$ cat src/rtl/acc_bank_ctrl_pkg.sv
// Shared parameters for the accumulator bank row and its sequencer: bank depth,
// accumulator width and the controller state encodings.
package acc_bank_ctrl_pkg;

  localparam int ACC_DEPTH_LOG2 = 8;
  localparam int ACC_KT_W       = 12;
  localparam int ACC_WIDTH      = 32;

  // Kept as plain constants so older bank-side code can compare against them.
  localparam logic [1:0] ST_IDLE  = 2'd0;
  localparam logic [1:0] ST_ACCUM = 2'd1;
  localparam logic [1:0] ST_DRAIN = 2'd2;
  localparam logic [1:0] ST_DONE  = 2'd3;

endpackage

$ cat src/rtl/acc_bank_ctrl.sv
// Accumulator bank sequencer: steps K-tiles over M rows, then drains the rows downstream.
// Optional ACC_CTRL_PERF_EN adds saturating idle/stall performance counters.
module acc_bank_ctrl
  import acc_bank_ctrl_pkg::*;
#(
  parameter int DEPTH_LOG2 = ACC_DEPTH_LOG2,
  parameter int KT_W       = ACC_KT_W
) (
  input  logic                  clk,
  input  logic                  rst_n,
  input  logic                  cfg_start,
  input  logic [DEPTH_LOG2-1:0] cfg_rows_m1,
  input  logic [KT_W-1:0]       cfg_kt_m1,
  input  logic                  psum_valid,
  output logic [DEPTH_LOG2-1:0] bank_addr,
  output logic                  bank_wr_en,
  output logic                  bank_acc_mode,
  output logic                  drain_valid,
  input  logic                  drain_ready,
  output logic                  drain_last,
  output logic                  busy,
  output logic                  done,
  output logic                  psum_err
`ifdef ACC_CTRL_PERF_EN
  ,
  output logic [31:0]           perf_idle_cyc,
  output logic [31:0]           perf_stall_cyc
`endif
);

  logic [1:0]            state_q, state_d;
  logic [DEPTH_LOG2-1:0] rows_m1_q, rows_m1_d;
  logic [KT_W-1:0]       kt_m1_q, kt_m1_d;
  logic [DEPTH_LOG2-1:0] row_cnt_q, row_cnt_d;
  logic [KT_W-1:0]       kt_cnt_q, kt_cnt_d;
  logic                  psum_err_q, psum_err_d;

  logic start_accept;
  logic row_at_end;
  logic kt_at_end;

  assign start_accept = (state_q == ST_IDLE) && cfg_start;
  assign row_at_end   = (row_cnt_q == rows_m1_q);
  assign kt_at_end    = (kt_cnt_q == kt_m1_q);

  // Bank controls are combinational so a write lands on the same edge as psum_valid.
  assign bank_addr     = row_cnt_q;
  assign bank_wr_en    = (state_q == ST_ACCUM) && psum_valid;
  assign bank_acc_mode = (state_q == ST_ACCUM) && (kt_cnt_q != '0);
  assign drain_valid   = (state_q == ST_DRAIN);
  assign drain_last    = (state_q == ST_DRAIN) && row_at_end;
  assign busy          = (state_q != ST_IDLE);
  assign done          = (state_q == ST_DONE);
  assign psum_err      = psum_err_q;

  always_comb begin
    state_d    = state_q;
    rows_m1_d  = rows_m1_q;
    kt_m1_d    = kt_m1_q;
    row_cnt_d  = row_cnt_q;
    kt_cnt_d   = kt_cnt_q;
    psum_err_d = psum_err_q;

    case (state_q)
      ST_IDLE: begin
        if (cfg_start) begin
          rows_m1_d  = cfg_rows_m1;
          kt_m1_d    = cfg_kt_m1;
          row_cnt_d  = '0;
          kt_cnt_d   = '0;
          psum_err_d = 1'b0;
          state_d    = ST_ACCUM;
        end
      end
      ST_ACCUM: begin
        if (psum_valid) begin
          if (row_at_end) begin
            row_cnt_d = '0;
            if (kt_at_end) begin
              kt_cnt_d = '0;
              state_d  = ST_DRAIN;
            end else begin
              kt_cnt_d = kt_cnt_q + 1'b1;
            end
          end else begin
            row_cnt_d = row_cnt_q + 1'b1;
          end
        end
      end
      ST_DRAIN: begin
        if (drain_ready) begin
          if (row_at_end) begin
            row_cnt_d = '0;
            state_d   = ST_DONE;
          end else begin
            row_cnt_d = row_cnt_q + 1'b1;
          end
        end
      end
      ST_DONE: state_d = ST_IDLE;
      default: state_d = ST_IDLE;
    endcase

    // A stray row outside ACCUM is flagged even if it coincides with a start.
    if (psum_valid && (state_q != ST_ACCUM)) begin
      psum_err_d = 1'b1;
    end
  end

  always_ff @(posedge clk or negedge rst_n) begin
    if (!rst_n) begin
      state_q    <= ST_IDLE;
      rows_m1_q  <= '0;
      kt_m1_q    <= '0;
      row_cnt_q  <= '0;
      kt_cnt_q   <= '0;
      psum_err_q <= 1'b0;
    end else begin
      state_q    <= state_d;
      rows_m1_q  <= rows_m1_d;
      kt_m1_q    <= kt_m1_d;
      row_cnt_q  <= row_cnt_d;
      kt_cnt_q   <= kt_cnt_d;
      psum_err_q <= psum_err_d;
    end
  end

`ifdef ACC_CTRL_PERF_EN
  logic [31:0] idle_cyc_q, stall_cyc_q;

  always_ff @(posedge clk or negedge rst_n) begin
    if (!rst_n) begin
      idle_cyc_q  <= '0;
      stall_cyc_q <= '0;
    end else if (start_accept) begin
      idle_cyc_q  <= '0;
      stall_cyc_q <= '0;
    end else begin
      if ((state_q == ST_ACCUM) && !psum_valid && (idle_cyc_q != '1)) begin
        idle_cyc_q <= idle_cyc_q + 1'b1;
      end
      if ((state_q == ST_DRAIN) && !drain_ready && (stall_cyc_q != '1)) begin
        stall_cyc_q <= stall_cyc_q + 1'b1;
      end
    end
  end

  assign perf_idle_cyc  = idle_cyc_q;
  assign perf_stall_cyc = stall_cyc_q;
`else
  logic unused_start;
  assign unused_start = start_accept;
`endif

endmodule

$ cat config.mk
export PLATFORM = sky130hd
export DESIGN_NAME = acc_bank_ctrl
export DESIGN_NICKNAME = d
export VERILOG_FILES = /design/src/rtl/acc_bank_ctrl_pkg.sv /design/src/rtl/acc_bank_ctrl.sv
export SDC_FILE = /design/constraint.sdc
export NUM_CORES = 1
export LEC_CHECK = 0
export CELL_PAD_IN_SITES_DETAIL_PLACEMENT = 1
export CELL_PAD_IN_SITES_GLOBAL_PLACEMENT = 1
export CORE_ASPECT_RATIO = 0.9
export CORE_MARGIN = 3
export CORE_UTILIZATION = 44
export DETAILED_ROUTE_END_ITERATION = 10
export GPL_TIMING_DRIVEN = 0
export PLACE_DENSITY_LB_ADDON = 0.2
export REMOVE_ABC_BUFFERS = 1
export SKIP_CTS_REPAIR_TIMING = 1
export SYNTH_ARGS = -nofsm -noshare
export SYNTH_HDL_FRONTEND = slang
export SYNTH_SLANG_ARGS = --single-unit
export TNS_END_PERCENT = 1
$ cat constraint.sdc
create_clock -name clk -period 2.9 [get_ports clk]
set_clock_uncertainty 0.1 [all_clocks]
set_input_delay 0.58 -clock clk [delete_from_list [all_inputs] [get_ports clk]]
set_output_delay 0.58 -clock clk [all_outputs]
set_load 0.1 [all_outputs]
==> results of run 1 <==
-- power by group --
part	total (uW)	internal [uW]	switching, uW
registers	691	632	58.3
clock network	372	169	203
logic	477	141	336
total	1540	943	597
-- critical path: stages, from the launching register on --
cell	delay, ps
dfrtp_1	420
inv_1	90
ha_2	460
inv_1	210
a31oi_1	230
clkbuf_4	370
-- through the flow --
stage | std cells | setup WS, ps
3_3_place_gp | 332 | -624
3_5_place_dp | 334 | -666
6_report | 342 | 140
4_1_cts | 342 | -1010
5_1_grt | 342 | -31.1
2_1_floorplan | 226 | -480
-- cell usage after synthesis, types with 2 or more instances --
library cell  number  share of area
mux2_2            21          0.097
a31oi_1            3         0.0077
nand2_1           22          0.034
and3_2             3         0.0092
buf_2              4         0.0082
nor3b_1            3         0.0092
a22oi_1            2         0.0062
nand2b_1           2         0.0051
inv_1              9          0.014
dfrtp_1           43           0.44
nor2b_1            2         0.0051
a32o_1             2         0.0082
o31ai_1            5          0.015
clkbuf_1           3         0.0046
nand4_1            5          0.013
o221ai_1           3          0.011
ha_1               7          0.036
nor3_4             2          0.013
o21ai_0           19          0.039
a21o_2             3          0.011
nand3_1           16          0.033
nor3_1             5          0.010
or2_2              3         0.0077
nor2_1             7          0.011
buf_6              2         0.0092
nand4b_1           4          0.014
xnor2_1           19          0.068
and3_1             2         0.0051
-- final timing paths --
path	endpoint	slack, ps	from	depth (start not counted)
min in group clk	psum_err$_DFFE_PN0P_	380	psum_err$_DFFE_PN0P_	2
min reg2reg	psum_err$_DFFE_PN0P_	380	psum_err$_DFFE_PN0P_	2
max	bank_acc_mode	140	state_q[1]$_DFFE_PN0P_	5
min	rows_m1_q[7]$_DFFE_PN0P_	110	rst_n	1
max in group asynchronous	kt_m1_q[3]$_DFFE_PN0P_	2100	rst_n	2
max reg2reg	bank_addr[3]$_DFFE_PN0P_	390	state_q[1]$_DFFE_PN0P_	7
-- registers in the layout (all words and copies together) (netlist names) --
name / cells
kt_cnt_q: 12
kt_m1_q: 12
bank_addr: 8
rows_m1_q: 8
state_q: 2
psum_err: 1
-- metal layers --
metal,track usage,share of wire
met5,0,0
met4,0.0475,0.0087
met3,0.0443,0.037
met2,0.292,0.45
met1,0.283,0.50
-- logic make-up (layout without fill, tap and decap cells) --
| family | Yosys count | in the layout |
|---|---|---|
| AOI/OAI and AO/OA | 44 | 44 |
| and+or+nand+nor | 82 | 82 |
| DFF | 43 | 43 |
| xor gates and xnor gates | 20 | 20 |
| muxes | 21 | 21 |
| adders and majority gates | 7 | 7 |
| buffers and inverters | 20 | 58 |
-- area by class of cell --
class / count / area share
Multi-Input combinational cell: 174 / 0.429
Inverter: 9 / 0.0114
Clock buffer: 7 / 0.0259
Tap cell: 67 / 0.0284
Clock inverter: 1 / 0.00170
Timing Repair Buffer: 41 / 0.139
Sequential cell: 43 / 0.365
==> results by group, run 1 <==
Outcome
  – Status: completed

STA
  – Slew @ Worst Pin: 975 ps
  – Final setup violation count: 0
  – Setup TNS: 0 ps
  – Headroom to the max-slew limit: 0.348
  – RSZ-0062 raised after global routing: yes
  – Slew Limit Fails: 0
  – Crit path time final: 2760 ps
  – Final Hold Fails: 0
  – Tcrit/Tclk final: 0.952
  – Peak Freq: 0.362 GHz
  – Worst hold slack: 107 ps

Synthesis
  – Number of synthesized register bits: 43
  – Main combinational cell family by area after synthesis: simple AND/OR/NAND/NOR gates
  – Post-synth ARST share: 1.00
  – Syn Inst Count: 237
  – Simple-Gate Fraction of Synth Area: 0.187
  – Xor and xnor fraction of the mapped netlist area: 0.0749
  – Synthesized area per cell: 10.3 um2
  – Adder-cell share of the synthesized area: 0.0359
  – Warnings from Yosys: 0
  – Mapped cell area: 0.00244 mm2
  – Seq/Total Area, Yosys: 0.441
  – Main synth FF type: dfrtp_1
  – Synth cell types: 44
  – EDFF count, synth: 0
  – Post-synthesis compound-gate area fraction: 0.123
  – Mux contribution to synthesized area: 0.0970

Detailed routing
  – Post-DRT Antenna Nets: 0
  – WL/cell: ~17 um
  – TritonRoute pass-1 iters: 4
  – Final wirelength: 5870 um
  – Via count: 1916
  – Vias per Instance: between 5 and 6
  – Starting DRC count in detailed routing: between 100 and 150
  – DRC Markers: 0

Setup path
  – Startpoint Class: flip-flop
  – Worst path arrival time: 2080 ps
  – Worst-path maximum fanout: 23
  – Critical path class: reg -> out
  – Critical Path RT: 2220 ps
  – Crit. End Element: primary output

Die
  – Chip height: roughly 77 um
  – Initial core utilization: 0.458
  – Ports: 40
  – Die Footprint: around 0.0065 mm2
  – Rows: 25
  – Die W: 84.5 um
  – Core area: 0.00532 mm2

Flow run
  – Max_cap viols: 0

Placed design
  – Port Buffer Count: 39
  – RD Place Congestion: roughly 0.8
  – DP HPWL: 4340 um
  – Placed inst area: 0.00287 mm2

Cells and area
  – Register area: 0.00108 mm2
  – Diodes inserted: 0
  – Final #Nets: 306
  – Fin area: between 0.002 and 0.003 mm2
  – Multi-input combinational cell area: 0.00127 mm2
  – Most frequent cells in the layout: dfrtp_1, clkdlybuf4s50_1, nand2_1, mux2_2, xnor2_1
  – Final core utilization: 0.555
  – Layout fillers: between 500 and 600
  – Area growth, synth to finish: 21.1%
  – Share of cells above drive strength 1: 0.182
  – Leading cell type in the layout, fill and taps excluded: dfrtp_1

Power
  – Pwr dens: 522 mW/mm2
  – Max VDD drop: 0.556 mV
  – Static leakage: 0.00127 uW
  – Final total power: 1540 uW

Global routing
  – Vias in the first global route: 1924
  – GRT Total Usage: 0.194
  – GRT overflow: 0
  – Initial antenna violation count: 0
  – Largest net degree at the start of global routing: 29
  – First-pass GRT wire length: 9830 um

Clocking
  – Root buf cell: clkbuf_8
  – CTS Buf Count: 5
  – H-Tree Depth: 2
  – CTS tree: yes
  – Clk buf depth: 2
  – Clk_lat worst skew: a little under 300 ps
  – Reg clk slew, reported paths: about 80 ps
  – # clock sinks: 43

Worst hold path
  – Hold WC Path Type: in -> async
No activity file was read; power rests on OpenSTA's default activity.
==> run 2: changes to the inputs <==
--- a/config.mk
+++ b/config.mk
@@ -18,4 +18,4 @@
 export SYNTH_ARGS = -nofsm -noshare
 export SYNTH_HDL_FRONTEND = slang
 export SYNTH_SLANG_ARGS = --single-unit
-export TNS_END_PERCENT = 1
+export TNS_END_PERCENT = 5
==> constraint.sdc (replaced) <==
create_clock -name clk -period 3.5 [get_ports clk]
set_clock_uncertainty 0.1 [all_clocks]
set_input_delay 0.7 -clock clk [delete_from_list [all_inputs] [get_ports clk]]
set_output_delay 0.7 -clock clk [all_outputs]
set_load 0.1 [all_outputs]
==> results by group, run 2 (same netlist as run 1, synthesis figures left out) <==
STA
  – RSZ-0062 raised after global routing: no
  – Crit path time final: 3080 ps
  – Slew @ Worst Pin: 975 ps (-0.00322 ps)
  – Headroom to the max-slew limit: 0.348 (about the same)
  – Tcrit/Tclk final: 0.879
  – Final setup violation count: 0 (unchanged)
  – Final Hold Fails: 0 (unchanged)
  – Slew Limit Fails: 0 (unchanged)
  – Peak Freq: 0.325 GHz
  – Setup TNS: 0 ps (unchanged)

Setup path
  – Critical path class: reg -> out
  – Critical Path RT: 2700 ps (+480 ps)
  – Worst path arrival time: 2280 ps (+200 ps)
  – Worst-path maximum fanout: 9 (-61%)
  – Crit. End Element: primary output
  – Startpoint Class: flip-flop

Die
  – Rows: 25 (unchanged)
  – Chip height: 76.6 um (unchanged)
  – Die Footprint: 0.00647 mm2 (unchanged)
  – Core area: 0.00532 mm2 (unchanged)
  – Initial core utilization: 0.458 (unchanged)
  – Die W: 84.5 um (unchanged)
  – Ports: 40 (unchanged)

Placed design
  – Post-Place Cells: 334 (unchanged)
  – RD Place Congestion: 0.797 (unchanged)
  – Placed inst area: 0.00287 mm2 (unchanged)
  – Port Buffer Count: 39 (unchanged)
  – DP HPWL: 4340 um (unchanged)

Cells and area
  – Leading cell type in the layout, fill and taps excluded: dfrtp_1
  – Non-filler cells, final: 342 (unchanged)
  – Area growth, synth to finish: 20.5%
  – Fin area: 0.00294 mm2 (-0.51%)
  – Layout fillers: 588 (+0.34%)
  – Share of cells above drive strength 1: 0.178 (-0.00364)
  – Final #Nets: 306 (unchanged)
  – Regs by FF count: kt_cnt_q x12, kt_m1_q x12
  – Most frequent cells in the layout: dfrtp_1, clkdlybuf4s50_1, nand2_1, mux2_2, xnor2_1
  – Diodes inserted: 0 (unchanged)

Global routing
  – GRT Total Usage: 0.194 (unchanged)
  – Vias in the first global route: 1924 (unchanged)
  – First-pass GRT wire length: 9830 um (unchanged)
  – GRT overflow: 0 (unchanged)
  – Largest net degree at the start of global routing: 29 (unchanged)
  – Initial antenna violation count: 0 (unchanged)

Power
  – Static leakage: 0.00125 uW (-1.5%)
  – Max VDD drop: 0.460 mV (-17%)
  – Pwr dens: 434 mW/mm2 (-17%)

Flow run
  – Max_cap viols: 0 (unchanged)

Clocking
  – CTS tree: yes
  – Reg clk slew, reported paths: 80 ps (about the same)
  – Clk_lat worst skew: 290 ps (about the same)
  – H-Tree Depth: 2 (unchanged)
  – Root buf cell: clkbuf_8
  – CTS Buf Count: 5 (unchanged)
  – Clk buf depth: 2 (unchanged)
  – # clock sinks: 43 (unchanged)

Outcome
  – Status: completed

Detailed routing
  – Post-DRT Antenna Nets: 0 (unchanged)
  – Vias per Instance: 5.61 (+0.10%)
  – DRC Markers: 0 (unchanged)
  – Starting DRC count in detailed routing: 99 (-10%)
  – Via count: 1918 (+0.10%)
  – Final wirelength: 5880 um (about the same)
  – TritonRoute pass-1 iters: 4 (unchanged)
  – WL/cell: 17.2 um (about the same)

Worst hold path
  – Hold WC Path Type: in -> async
## run 2: cell count changes in the layout (fill, tap and decap cells not counted), sizes merged
cell / delta
dlymetal6s2s: -2
clkdlybuf4s50: +2
## run 2: worst paths after layout
check / start / end / slack (ps) / cells after the start
hold reg to reg: psum_err$_DFFE_PN0P_ / psum_err$_DFFE_PN0P_ / 380 / 2
setup reg to reg: state_q[1]$_DFFE_PN0P_ / bank_addr[3]$_DFFE_PN0P_ / 1020 / 7
hold / removal: rst_n / rows_m1_q[7]$_DFFE_PN0P_ / 230 / 1
min in group clk: psum_err$_DFFE_PN0P_ / psum_err$_DFFE_PN0P_ / 380 / 2
max in group asynchronous: rst_n / kt_m1_q[3]$_DFFE_PN0P_ / 2580 / 2
setup / recovery: bank_addr[3]$_DFFE_PN0P_ / drain_last / 420 / 5
## run 2: layer usage
layer	vias up	GRT usage	share of wire
met5	-	0	0
li1	922	-	-
met3	5	0.0443	0.042
met2	40	0.292	0.45
met4	0	0.0475	0.0082
met1	951	0.283	0.50
## run 2: report_power, final
part / switching, uW / internal, uW
Clock: 170 / 140
Combinational: 276 / 117
Sequential: 48.2 / 524
Total: 494 / 781
## run 2: worst max-delay path, stage by stage, from the launching register on
cell and delay, ps:
dfrtp_1 460, xnor2_1 190, nand4_1 170, nor2_1 510, and2_1 210, clkbuf_2 450
## run 2: cell type report
| cell class | count | area (um2) | share of cell area |
|---|---|---|---|
| Timing Repair Buffer | 41 | 398 | 0.135 |
| Sequential cell | 43 | 1080 | 0.366 |
| Tap cell | 67 | 83.8 | 0.0285 |
| Clock buffer | 7 | 76.3 | 0.0260 |
| Clock inverter | 1 | 5.00 | 0.00170 |
| Multi-Input combinational cell | 174 | 1260 | 0.430 |
| Inverter | 9 | 33.8 | 0.0115 |
## run 2: metrics by stage
| step | setup WS, ps | total power (uW) | hold slack (ps) | util |
|---|---|---|---|---|
| floorplan | 0.460 | 850 | 304 | - |
| global placement | -144 | 970 | 363 | 0.535 |
| detailed placement | -186 | 980 | 370 | 0.539 |
| CTS | -532 | 1290 | 238 | 0.555 |
| global route | 239 | 1340 | 247 | 0.552 |
| finish | 423 | 1280 | 228 | 0.552 |
==> run 3: changes to the inputs <==
--- a/config.mk
+++ b/config.mk
@@ -8,7 +8,6 @@
 export CELL_PAD_IN_SITES_DETAIL_PLACEMENT = 1
 export CELL_PAD_IN_SITES_GLOBAL_PLACEMENT = 1
 export CORE_ASPECT_RATIO = 0.9
-export CORE_MARGIN = 3
 export CORE_UTILIZATION = 44
 export DETAILED_ROUTE_END_ITERATION = 10
 export GPL_TIMING_DRIVEN = 0
==> results by group, run 3 (same netlist as run 1, synthesis figures left out) <==
Cells and area
  – Layout fillers: 599 (+1.9%)
  – Leading cell type in the layout, fill and taps excluded: dfrtp_1
  – Most frequent cells in the layout: dfrtp_1, clkdlybuf4s50_1, nand2_1, mux2_2, xnor2_1
  – Final #Nets: 306 (unchanged)
  – Multi-input combinational cell area: 0.00126 mm2 (-0.20%)
  – Final core utilization: 0.558 (+0.00540)
  – Regs by FF count: kt_cnt_q x12, kt_m1_q x12
  – Register area: 0.00108 mm2 (unchanged)
  – Fin area: 0.00295 mm2 (+0.38%)
  – Share of cells above drive strength 1: 0.175 (-0.00300)
  – Diodes inserted: 0 (unchanged)
  – Area growth, synth to finish: 20.9%

Setup path
  – CP Launch Point: state_q[1]$_DFFE_PN0P_
  – Worst reg2reg setup slack: 670 ps (-350 ps)
  – Startpoint Class: flip-flop
  – Worst path arrival time: 2580 ps (+300 ps)
  – Critical Path End: bank_acc_mode
  – Critical path class: reg -> out
  – R2r startpoint: state_q[1]$_DFFE_PN0P_
  – Critical Path RT: 2700 ps (about the same)
  – Worst-path maximum fanout: 23 (+14)
  – Crit. End Element: primary output
  – Crit Reg-Reg Endpoint: kt_cnt_q[11]$_DFFE_PN0P_
  – Worst reg2reg path depth: 8 (+1)

Flow run
  – Max_cap viols: 0 (unchanged)

Detailed routing
  – Starting DRC count in detailed routing: 117 (+18%)
  – Post-DRT Antenna Nets: 0 (unchanged)
  – Via count: 1955 (+1.9%)
  – Final wirelength: 5900 um (+0.32%)
  – Vias per Instance: 5.73 (+2.2%)
  – TritonRoute pass-1 iters: 4 (unchanged)
  – DRC Markers: 0 (unchanged)
  – WL/cell: 17.3 um (+0.62%)

STA
  – Tcrit/Tclk final: 0.966 (+0.0865)
  – Worst setup margin: 120 ps (-303 ps)
  – Crit path time final: 3380 ps (+303 ps)
  – Headroom to the max-slew limit: 0.335 (-0.0129)
  – Peak Freq: 0.296 GHz (-9.0%)
  – Final Hold Fails: 0 (unchanged)
  – Final setup violation count: 0 (unchanged)
  – Slew Limit Fails: 0 (unchanged)
  – Worst hold slack: 236 ps (+8.05 ps)
  – Slew @ Worst Pin: 995 ps (+19.3 ps)
  – RSZ-0062 raised after global routing: yes

Placed design
  – Pre-CTS setup slack: -260 ps (-73.7 ps)
  – Port Buffer Count: 39 (unchanged)
  – RD Place Congestion: 0.788 (-1.1%)
  – DP HPWL: 4400 um (+1.2%)
  – Placed inst area: 0.00287 mm2 (unchanged)

Clocking
  – # clock sinks: 43 (unchanged)
  – Clk buf depth: 2 (unchanged)
  – Root buf cell: clkbuf_8
  – H-Tree Depth: 2 (unchanged)
  – CTS Buf Count: 5 (unchanged)
  – Reg clk slew, reported paths: 80 ps (about the same)
  – CTS tree: yes
  – Clk_lat worst skew: 290 ps (about the same)

Die
  – Initial core utilization: 0.461 (+0.00271)
  – Rows: 25 (unchanged)
  – Die Footprint: 0.00584 mm2 (-9.7%)
  – Core area: 0.00529 mm2 (-0.59%)
  – Chip height: 72.6 um (-5.2%)
  – Ports: 40 (unchanged)
  – Die W: 80.5 um (-4.7%)

Global routing
  – Largest net degree at the start of global routing: 28 (-3.4%)
  – Vias in the first global route: 1997 (+3.8%)
  – GRT Total Usage: 0.226 (+0.0317)
  – Initial antenna violation count: 0 (unchanged)
  – First-pass GRT wire length: 9870 um (+0.49%)
  – GRT overflow: 0 (unchanged)

Outcome
  – Status: completed

Power
  – Final total power: 1290 uW (+1.2%)
  – Pwr dens: 438 mW/mm2 (+0.85%)
  – Static leakage: 0.00127 uW (+1.9%)
  – Max VDD drop: 0.546 mV (+19%)

Worst hold path
  – Hold WC Path Type: in -> async
## run 3: cell types whose count changed in the layout (fill, tap and decap cells not counted), sizes merged
cell / previous run / this run
clkbuf: 10 / 8
dlymetal6s2s: 0 / 1
## run 3: how the worst min path moves through the flow
stage	startpoint	to	slack, ps	cells past startpoint
after CTS	rst_n	psum_err$_DFFE_PN0P_	260	1
after global routing	rst_n	kt_cnt_q[4]$_DFFE_PN0P_	280	1
after detailed placement	psum_err$_DFFE_PN0P_	psum_err$_DFFE_PN0P_	380	2
final	rst_n	rows_m1_q[7]$_DFFE_PN0P_	240	1
after floorplan	rst_n	bank_addr[0]$_DFFE_PN0P_	300	0
after global placement	psum_err$_DFFE_PN0P_	psum_err$_DFFE_PN0P_	360	2
## run 3: per-layer routing
layer | track usage | wire length (um) | up-vias
met3 | 0.0425 | 202 | 5
met2 | 0.355 | 2820 | 33
li1 | - | - | 921
met4 | 0.0655 | 53 | 0
met1 | 0.318 | 2820 | 996
met5 | 0 | 0 | -
## run 3: layout make-up
cell class              instances  share of cell area
multi-input cells             174               0.428
flip-flops and latches         43               0.365
repair buffers                 41               0.138
well taps                      67              0.0284
clock buffers                   6              0.0280
inverters                       9              0.0115
clock inverters                 1             0.00170
## run 3: worst max-delay path, stage by stage, from the launching register on
cell and delay (ps):
dfrtp_1 420, inv_1 90, ha_1 700, inv_1 310
a31oi_1 260, clkbuf_2 490
## run 3: report_power, final
group          total [uW]  switching (uW)  internal [uW]  leakage (uW)
Clock                 323             168            155     0.0000470
Combinational         396             279            117      0.000669
Sequential            573            48.8            524      0.000554
## run 3: metrics by stage
| stage | TNS (ps) | instances |
|---|---|---|
| detailed placement | -407 | 334 |
| floorplan | 0 | 226 |
| global route | -23.3 | 341 |
| global placement | -207 | 332 |
| finish | 0 | 341 |
| CTS | -1300 | 341 |
